## src/rtl/float_norm_round.sv

```systemverilog
// Normalise/round/pack stage for the single-precision adder.
// Three register stages with a global stall; ROUND_EN selects RNE or truncation.
module float_norm_round #(
    parameter bit ROUND_EN = 1'b1
) (
    input  logic        clk,
    input  logic        rst,
    input  logic        in_valid,
    output logic        in_ready,
    input  logic        in_sign,
    input  logic [7:0]  in_exp,
    input  logic [27:0] in_man,
    output logic        out_valid,
    input  logic        out_ready,
    output logic [31:0] out_res
);

    logic stall;
    assign stall    = out_valid & ~out_ready;
    assign in_ready = ~stall;

    // ---------------- S1: capture / classify ----------------
    logic        s1_valid;
    logic        s1_sign;
    logic [7:0]  s1_exp;
    logic [27:0] s1_man;
    logic        s1_zero;
    logic [4:0]  s1_lz;
    logic [4:0]  lz_c;
    logic        lz_found;

    always_comb begin
        lz_c     = 5'd0;
        lz_found = 1'b0;
        for (int i = 26; i >= 0; i--) begin
            if (!lz_found) begin
                if (in_man[i]) lz_found = 1'b1;
                else           lz_c     = lz_c + 5'd1;
            end
        end
    end

    // NOTE: clocked state uses non-blocking assignments so every stage samples
    // the previous stage's pre-edge value, independent of block ordering.
    always_ff @(posedge clk) begin
        if (rst) s1_valid <= 1'b0;
        else if (!stall) s1_valid <= in_valid;
    end

    // NOTE: datapath registers carry no reset; the valid bits alone decide
    // whether their contents mean anything.
    always_ff @(posedge clk) begin
        if (!stall) begin
            s1_sign <= in_sign;
            s1_exp  <= in_exp;
            s1_man  <= in_man;
            s1_zero <= (in_man == 28'd0);
            s1_lz   <= lz_c;
        end
    end

    // ---------------- S2: normalise ----------------
    logic               s2_valid;
    logic               s2_sign;
    logic               s2_zero;
    logic [26:0]        s2_man;
    logic signed [9:0]  s2_e;
    logic [26:0]        norm_man;
    logic signed [9:0]  norm_e;

    always_comb begin
        norm_man = s1_man[26:0];
        norm_e   = $signed({2'b00, s1_exp});
        if (s1_man[27]) begin
            // Right shift keeps the dropped bit alive in the sticky position.
            norm_man = {s1_man[27:2], s1_man[1] | s1_man[0]};
            norm_e   = $signed({2'b00, s1_exp}) + 10'sd1;
        end else if (!s1_man[26]) begin
            norm_man = s1_man[26:0] << s1_lz;
            norm_e   = $signed({2'b00, s1_exp}) - $signed({5'b00000, s1_lz});
        end
    end

    always_ff @(posedge clk) begin
        if (rst) s2_valid <= 1'b0;
        else if (!stall) s2_valid <= s1_valid;
    end

    always_ff @(posedge clk) begin
        if (!stall) begin
            s2_sign <= s1_sign;
            s2_zero <= s1_zero;
            s2_man  <= norm_man;
            s2_e    <= norm_e;
        end
    end

    // ---------------- S3: round / pack ----------------
    logic               round_up;
    logic [23:0]        frac_sum;
    logic signed [9:0]  e_rnd;
    logic [31:0]        res_c;

    always_comb begin
        round_up = ROUND_EN & s2_man[2] & (s2_man[1] | s2_man[0] | s2_man[3]);
        frac_sum = {1'b0, s2_man[25:3]} + {23'd0, round_up};
        e_rnd    = frac_sum[23] ? s2_e + 10'sd1 : s2_e;
        if (s2_zero)
            res_c = 32'h0000_0000;
        else if (e_rnd <= 10'sd0)
            res_c = {s2_sign, 31'h0};
        else if (e_rnd >= 10'sd255)
            res_c = {s2_sign, 8'hFF, 23'h0};
        else
            res_c = {s2_sign, e_rnd[7:0], frac_sum[22:0]};
    end

    always_ff @(posedge clk) begin
        if (rst) begin
            out_valid <= 1'b0;
            out_res   <= 32'h0;
        end else if (!stall) begin
            out_valid <= s2_valid;
            out_res   <= res_c;
        end
    end

endmodule
```

## config.mk

```make
export PLATFORM = sky130hd
export DESIGN_NAME = float_norm_round
export DESIGN_NICKNAME = d
export VERILOG_FILES = /design/src/rtl/float_norm_round.sv
export SDC_FILE = /design/constraint.sdc
export NUM_CORES = 1
export LEC_CHECK = 0
export ABC_AREA = 1
export BUFFER_PORTS_ARGS = -buffer_cell sky130_fd_sc_hd__buf_2
export CORE_MARGIN = 2
export CORE_UTILIZATION = 60
export DETAILED_ROUTE_END_ITERATION = 12
export MAX_ROUTING_LAYER = met4
export PLACE_DENSITY = 0.88
export SLEW_MARGIN = 10
export SYNTH_ARGS = -nofsm -noshare
export SYNTH_HDL_FRONTEND = slang
export SYNTH_SLANG_ARGS = --single-unit
```

## constraint.sdc

```tcl
create_clock -name clk -period 18.6 [get_ports clk]
set_input_delay 0.93 -clock clk [delete_from_list [all_inputs] [get_ports clk]]
set_output_delay 0.93 -clock clk [all_outputs]
set_load 0.005 [all_outputs]
```

==> out/metrics.csv, run 1 <==
stage,metric,value,unit
synthesis,synth_most_common_cell,nand2_1,
power,p_comb_share,21.5,%
global_route,met2_usage,48.2,%
power,irDropWorstVdd,0.0628,mV
clocking,path_clk_slew,0.05,ns
sta,clock_skew,0.00442,ns
global_route,antenna_found_initial,0,
synthesis,yosys_warnings,0,
routing,post_drt_via_cell_ratio,5.67,
critical_path,rr_startpoint,s2_man[3],
floorplan,die-area,16100,um^2
critical_path,max_stage_delay,0.32,ns
global_route,use_met3,4.48,%
sta,max_freq,0.0954,GHz
critical_path,setup.worst_path.start_class,input pin,
synthesis,synth_top_area_share,26.8,%
sta,finalMaxSlewViolations,0,
synthesis,synth_flop_cell,edfxtp_1,
routing,num_vias,8766,
synthesis,synth-seq-cells,116,
global_route,grt_max_degree,53,
power,p_per_area,79.9,nW/um^2
global_route,grt_pass1_wl,36000,um
clocking,cts_root_buf,clkbuf_16,
power,p_sw_share,30.1,%
power,p_leak,0.00492,uW
sta,hold_viol_final,0,
clocking,cts_buffers,17,
synthesis,yosysTopAreaCell,edfxtp_1,
power,clockPowerShare,38.4,%
synthesis,postSynthCellCount,1287,
critical_path,slowest_stage,ha_1,
clocking,cts-hold-fix-buffers,0,
power,power.internal,569,uW
layout,fill_cells,1177,
synthesis,syn-cell-area,9090,um^2
routing,drtAntennaViolNets,0,
layout,area_growth,12.1,%
outcome,status,"complete, no violations",
synthesis,synth_edf_count,81,
layout,nNetsFinal,1422,
power,switchingPower,245,uW
critical_path,endpoint_kind,register,
floorplan,num_rows,44,
critical_path,crit_top_cell,nand2_1,
routing,routedWlPerCell,13.9,um
clocking,cts.sinks,116,
synthesis,synthArstFlopShare,0,%
synthesis,ys_seq_area_share,34.5,%
sta,maxSlewHeadroom,45.4,%
floorplan,initial_core_util,62.0,%
clocking,h-tree-depth,4,
sta,tns,0,ns
floorplan,io_pins,75,
clocking,clock_latency,0.42,ns
layout,utilization,69.6,%
critical_path,arrival,10.66,ns
synthesis,ys_types,50,
routing,drc,0,
routing,dr.pass1.iters,6,
routing,drt_iter0_markers,816,
critical_path,cp.required,18.78,ns
sta,rsz0062_at_grt,false,
global_route,grt_use_total,27.9,%
sta,setup_violations,0,
global_route,grt_overflow,0,
flow_run,maxCapViolations,0,
clocking,clockBufferDepth,2,
worst_hold_path,hold_start,s1_sign,
critical_path,reg2reg_slack,13.95,ns
floorplan,die_w,127,um
sta,holdWs,0.420,ns
worst_hold_path,worstHoldPathType,reg2reg,
sta,worst_pin_slew,0.814,ns
critical_path,cp_max_fo,4,
synthesis,synth_area_per_cell,7.06,um^2
global_route,grt.met1_usage,34.2,%
synthesis,synth_common_cells,"nand2_1, inv_1, nor2_1",
power,p_total,814,uW
global_route,busiest_layer,met2,
sta,timing.final.crit_share,56.3,%
power,p_seq_share,40.1,%
floorplan,chipHeight,127,um
synthesis,synth_area_leaders,"edfxtp_1, nand2_1, inv_1",
global_route,grt_pass1_vias,7923,
critical_path,crit_start,in_man[24],
critical_path,crit_type,in2reg,
layout,drive_gt1_share,12.5,%
placed_design,io_buffers,74,
clocking,postCtsSetupBuffers,0,
clocking,cts_resized,0,
floorplan,core,14600,um^2
placed_design,place_hpwl,16000,um
synthesis,syn-num-nets,1360,
routing,drt_wl_total,21500,um
clocking,cts_tree,done,
layout,n_antenna_cell,0,
placed_design,gp_congestion,0.989,
sta,min_period,10.48,ns
==> logic make-up (layout without fill, tap and decap cells) <==
kind of cell,Yosys count,after routing,synth area share [%]
mux,16,16,1.76
xor+xnor,29,29,2.80
simple gates,600,600,30.3
flops,116,116,34.5
fa+ha+maj,32,32,4.49
compound gates,247,247,15.8
buf+inv,247,322,10.4
==> registers in the layout, summed over array words and instances (netlist names), 5 cells and up <==
register  cells
out_res      32
s1_exp        8
s1_lz         5
s1_man       28
s2_e         10
s2_man       26
==> stage by stage <==
stage	instances	worst slack (ns)	instance area [um^2]
3_5_place_dp	1514	7.79	9600
4_1_cts	1546	8.22	10200
3_3_place_gp	1514	8.29	9600
2_1_floorplan	1287	8.92	9090
6_report	1546	8.12	10200
5_1_grt	1546	7.01	10200
==> cell type report <==
class | count | area [um^2] | area share, %
flip-flops and latches | 116 | 3130 | 30.8
multi-input cells | 924 | 5020 | 49.2
well taps | 184 | 230 | 2.26
inverters | 208 | 797 | 7.82
clock buffers | 26 | 542 | 5.32
clock inverters | 6 | 37.5 | 0.369
repair buffers | 82 | 430 | 4.23
==> worst paths after layout <==
kind | endpoint | cells past startpoint
worst min-delay path | s2_sign | 0
worst max register to register | out_res[0] | 25
worst max-delay path | s1_lz[4] | 81
worst min register to register | s2_sign | 0
==> layer usage <==
metal	routed length, um	share of wire (%)
met3	1400	6.5
met4	318	1.5
met1	9210	43
met2	10600	49
met5	0	0
==> power by group through the flow <==
stage	clock [uW]	combinational (uW)	sequential (uW)
after global routing	326	197	329
final	313	175	326
after CTS	315	172	325
after detailed placement	0	170	330
after global placement	0	165	328
after floorplan	0	120	327
==> worst max-delay path: cells and delay by family <==
family / cells / cell delay [ns]
AND/OR/NAND/NOR: 42 / 3.24
buffers and inverters: 10 / 0.63
multiplexers: 1 / 0.08
XOR/XNOR: 1 / 0.14
AO/OA/AOI/OAI: 15 / 2.31
adder cells (fa/ha/maj): 12 / 3.32
==> layout by cell type, fill, tap and decap left out, drive strengths merged, types with 11 or more instances in the layout <==
cell and instances:
a21oi 78, a22oi 16, buf 82, clkbuf 26, dfxtp 35, edfxtp 81
ha 31, inv 205, mux2i 16, nand2 326, nand3 97, nand4 20
nor2 123, nor3 11, o211ai 20, o21ai 93, xnor2 12, xor2 17
Power figures use the tool's default switching activity.
==> run 2, diff against run 1 <==
--- a/config.mk
+++ b/config.mk
@@ -8,10 +8,10 @@
 export ABC_AREA = 1
 export BUFFER_PORTS_ARGS = -buffer_cell sky130_fd_sc_hd__buf_2
 export CORE_MARGIN = 2
-export CORE_UTILIZATION = 60
+export CORE_UTILIZATION = 56
 export DETAILED_ROUTE_END_ITERATION = 12
 export MAX_ROUTING_LAYER = met4
-export PLACE_DENSITY = 0.88
+export PLACE_DENSITY = 0.86
 export SLEW_MARGIN = 10
 export SYNTH_ARGS = -nofsm -noshare
 export SYNTH_HDL_FRONTEND = slang
==> constraint.sdc (replaced) <==
create_clock -name clk -period 9.42 [get_ports clk]
set_input_delay 0.471 -clock clk [delete_from_list [all_inputs] [get_ports clk]]
set_output_delay 0.471 -clock clk [all_outputs]
set_load 0.005 [all_outputs]
==> run 2 against run 1 <==
  * Setup slack worse by 8.0 ns
  * First-iteration DRC count down 15%
  * Sequential share of layout area down 2.4 points
  * Clock skew up 0.0030 ns
==> out/metrics.csv, run 2 (synthesized netlist as in run 1, its figures left out) <==
stage,metric,value,unit,change
floorplan,io_pins,75,,unchanged
layout,layout_common_cells,"nand2_1, inv_1, nor2_1",,unchanged
clocking,path_clk_slew,0.05,ns,about the same
sta,rsz0062_at_grt,true,,was false
floorplan,core,15900,um^2,was 14600 um^2
sta,finalMaxSlewViolations,0,,unchanged
critical_path,slowest_stage,ha_1,,unchanged
power,p_leak,0.00520,uW,was 0.00492 uW
clocking,cts.sinks,116,,unchanged
sta,setup_violations,0,,unchanged
critical_path,cp_max_fo,3,,was 4
outcome,status,"complete, no violations",,unchanged
clocking,h-tree-depth,4,,unchanged
floorplan,initial_core_util,57.2,%,was 62.0%
critical_path,crit_type,in2reg,,unchanged
floorplan,num_rows,46,,was 44
critical_path,critPathTopFamily,adder cells,,unchanged
routing,num_vias,9110,,was 8766
global_route,busiest_layer,met2,,unchanged
floorplan,die-area,17300,um^2,was 16100 um^2
sta,hold_viol_final,0,,unchanged
clocking,cts_buffers,17,,unchanged
global_route,grt_use_total,25.8,%,was 27.9%
power,p_per_area,148,nW/um^2,was 79.9 nW/um^2
global_route,antenna_found_initial,0,,unchanged
critical_path,cp.required,9.60,ns,was 18.78 ns
layout,drive_gt1_share,20.8,%,was 12.5%
layout,n_antenna_cell,0,,unchanged
clocking,clock_latency,0.41,ns,was 0.42 ns
clocking,cts_tree,done,,unchanged
routing,drt_iter0_markers,695,,was 816
layout,area_growth,21.8,%,was 12.1%
layout,utilization,69.7,%,was 69.6%
sta,tns,0,ns,unchanged
sta,maxSlewHeadroom,32.5,%,was 45.4%
placed_design,io_buffers,74,,unchanged
critical_path,endpoint_kind,register,,unchanged
worst_hold_path,worstHoldPathType,in2reg,,was reg2reg
routing,drtAntennaViolNets,0,,unchanged
critical_path,setup.worst_path.start_class,input pin,,unchanged
sta,min_period,9.34,ns,
global_route,grt_max_degree,86,,was 53
clocking,clockBufferDepth,2,,unchanged
global_route,grt_overflow,0,,unchanged
sta,timing.final.crit_share,99.2,%,
critical_path,arrival,9.52,ns,was 10.66 ns
critical_path,critical_path_buf_inv_count,11,,was 10
sta,holdWs,0.230,ns,was 0.420 ns
routing,drc,0,,unchanged
routing,drt_wl_total,23200,um,was 21500 um
routing,routedWlPerCell,14.2,um,was 13.9 um
layout,nNetsFinal,1476,,was 1422
global_route,grt_pass1_vias,8085,,was 7923
power,irDropWorstVdd,0.111,mV,was 0.0628 mV
layout,stdcell_count,1632,,was 1546
critical_path,crit_top_cell,nand2_1,,unchanged
layout,largest_register_ffs,32,,unchanged
floorplan,die_w,131,um,was 127 um
critical_path,max_stage_delay,0.31,ns,was 0.32 ns
global_route,grt.met1_usage,31.7,%,was 34.2%
placed_design,post-place-cells,1580,,was 1514
global_route,use_met3,4.51,%,was 4.48%
global_route,grt_pass1_wl,36000,um,about the same
placed_design,place_hpwl,15900,um,was 16000 um
sta,clock_skew,0.00746,ns,was 0.00442 ns
clocking,cts-hold-fix-buffers,0,,unchanged
global_route,met2_usage,43.0,%,was 48.2%
clocking,cts_root_buf,clkbuf_16,,unchanged
layout,largest-register,out_res,,unchanged
routing,post_drt_via_cell_ratio,5.58,,was 5.67
placed_design,gp_congestion,0.971,,was 0.989
layout,reg_top3,"out_res: 32 flops, s1_man: 28 flops, s2_man: 26 flops",,unchanged
sta,max_freq,0.107,GHz,
layout,final_common_cell,nand2_1,,unchanged
routing,dr.pass1.iters,5,,was 6
sta,worst_pin_slew,1.01,ns,was 0.814 ns
floorplan,chipHeight,131,um,was 127 um
flow_run,maxCapViolations,0,,unchanged
run 2: cell count changes in the layout (fill, tap and decap cells not counted), sizes merged:
cell	before	now
buf	82	136
clkbuf	26	20
clkinv	9	10
inv	205	210
run 2: worst paths after layout:
| path | from | endpoint | slack (ns) | depth (start not counted) |
|---|---|---|---|---|
| setup reg to reg | s2_man[3] | out_res[0] | 4.94 | 25 |
| hold / removal | in_exp[3] | s1_exp[3] | 0.23 | 1 |
| hold reg to reg | s1_sign | s2_sign | 0.43 | 0 |
| setup / recovery | in_man[24] | s1_lz[4] | 0.08 | 77 |
run 2: cell type report:
cell class | instances | area [um^2]
clock inverter | 12 | 70.1
multi-input combinational | 924 | 5430
sequential | 116 | 3130
clock buffer | 20 | 489
inverter | 208 | 802
tap | 216 | 270
fill | 1255 | 4820
timing repair buffer | 136 | 872
run 2: per-layer routing:
| metal | routed length, um | part of all wire, % |
|---|---|---|
| met5 | 0 | 0 |
| met4 | 549 | 2.4 |
| met3 | 1460 | 6.3 |
| met2 | 11600 | 50 |
| met1 | 9540 | 41 |
run 2: report_power, final:
| part | switching [uW] | internal (uW) |
|---|---|---|
| clock | 225 | 372 |
| combinational | 243 | 156 |
| sequential | 37.2 | 606 |
| total | 506 | 1130 |
run 2: what timing repair did:
item                       in CTS  in global routing
resized for setup              17                 91
pin swaps                      19                 72
gates cloned                    0                  0
setup endpoints to repair       3                  4
buffers inserted                7                 13
run 2: per-stage QoR:
| stage | total power, uW | instance area, um^2 | setup WS (ns) |
|---|---|---|---|
| after floorplan | 882 | 9090 | 0.195 |
| after global placement | 986 | 9900 | -0.200 |
| after detailed placement | 996 | 9900 | -0.866 |
| after CTS | 1600 | 10600 | 0.0102 |
| after global routing | 1720 | 11100 | -0.506 |
| final | 1640 | 11100 | 0.0788 |
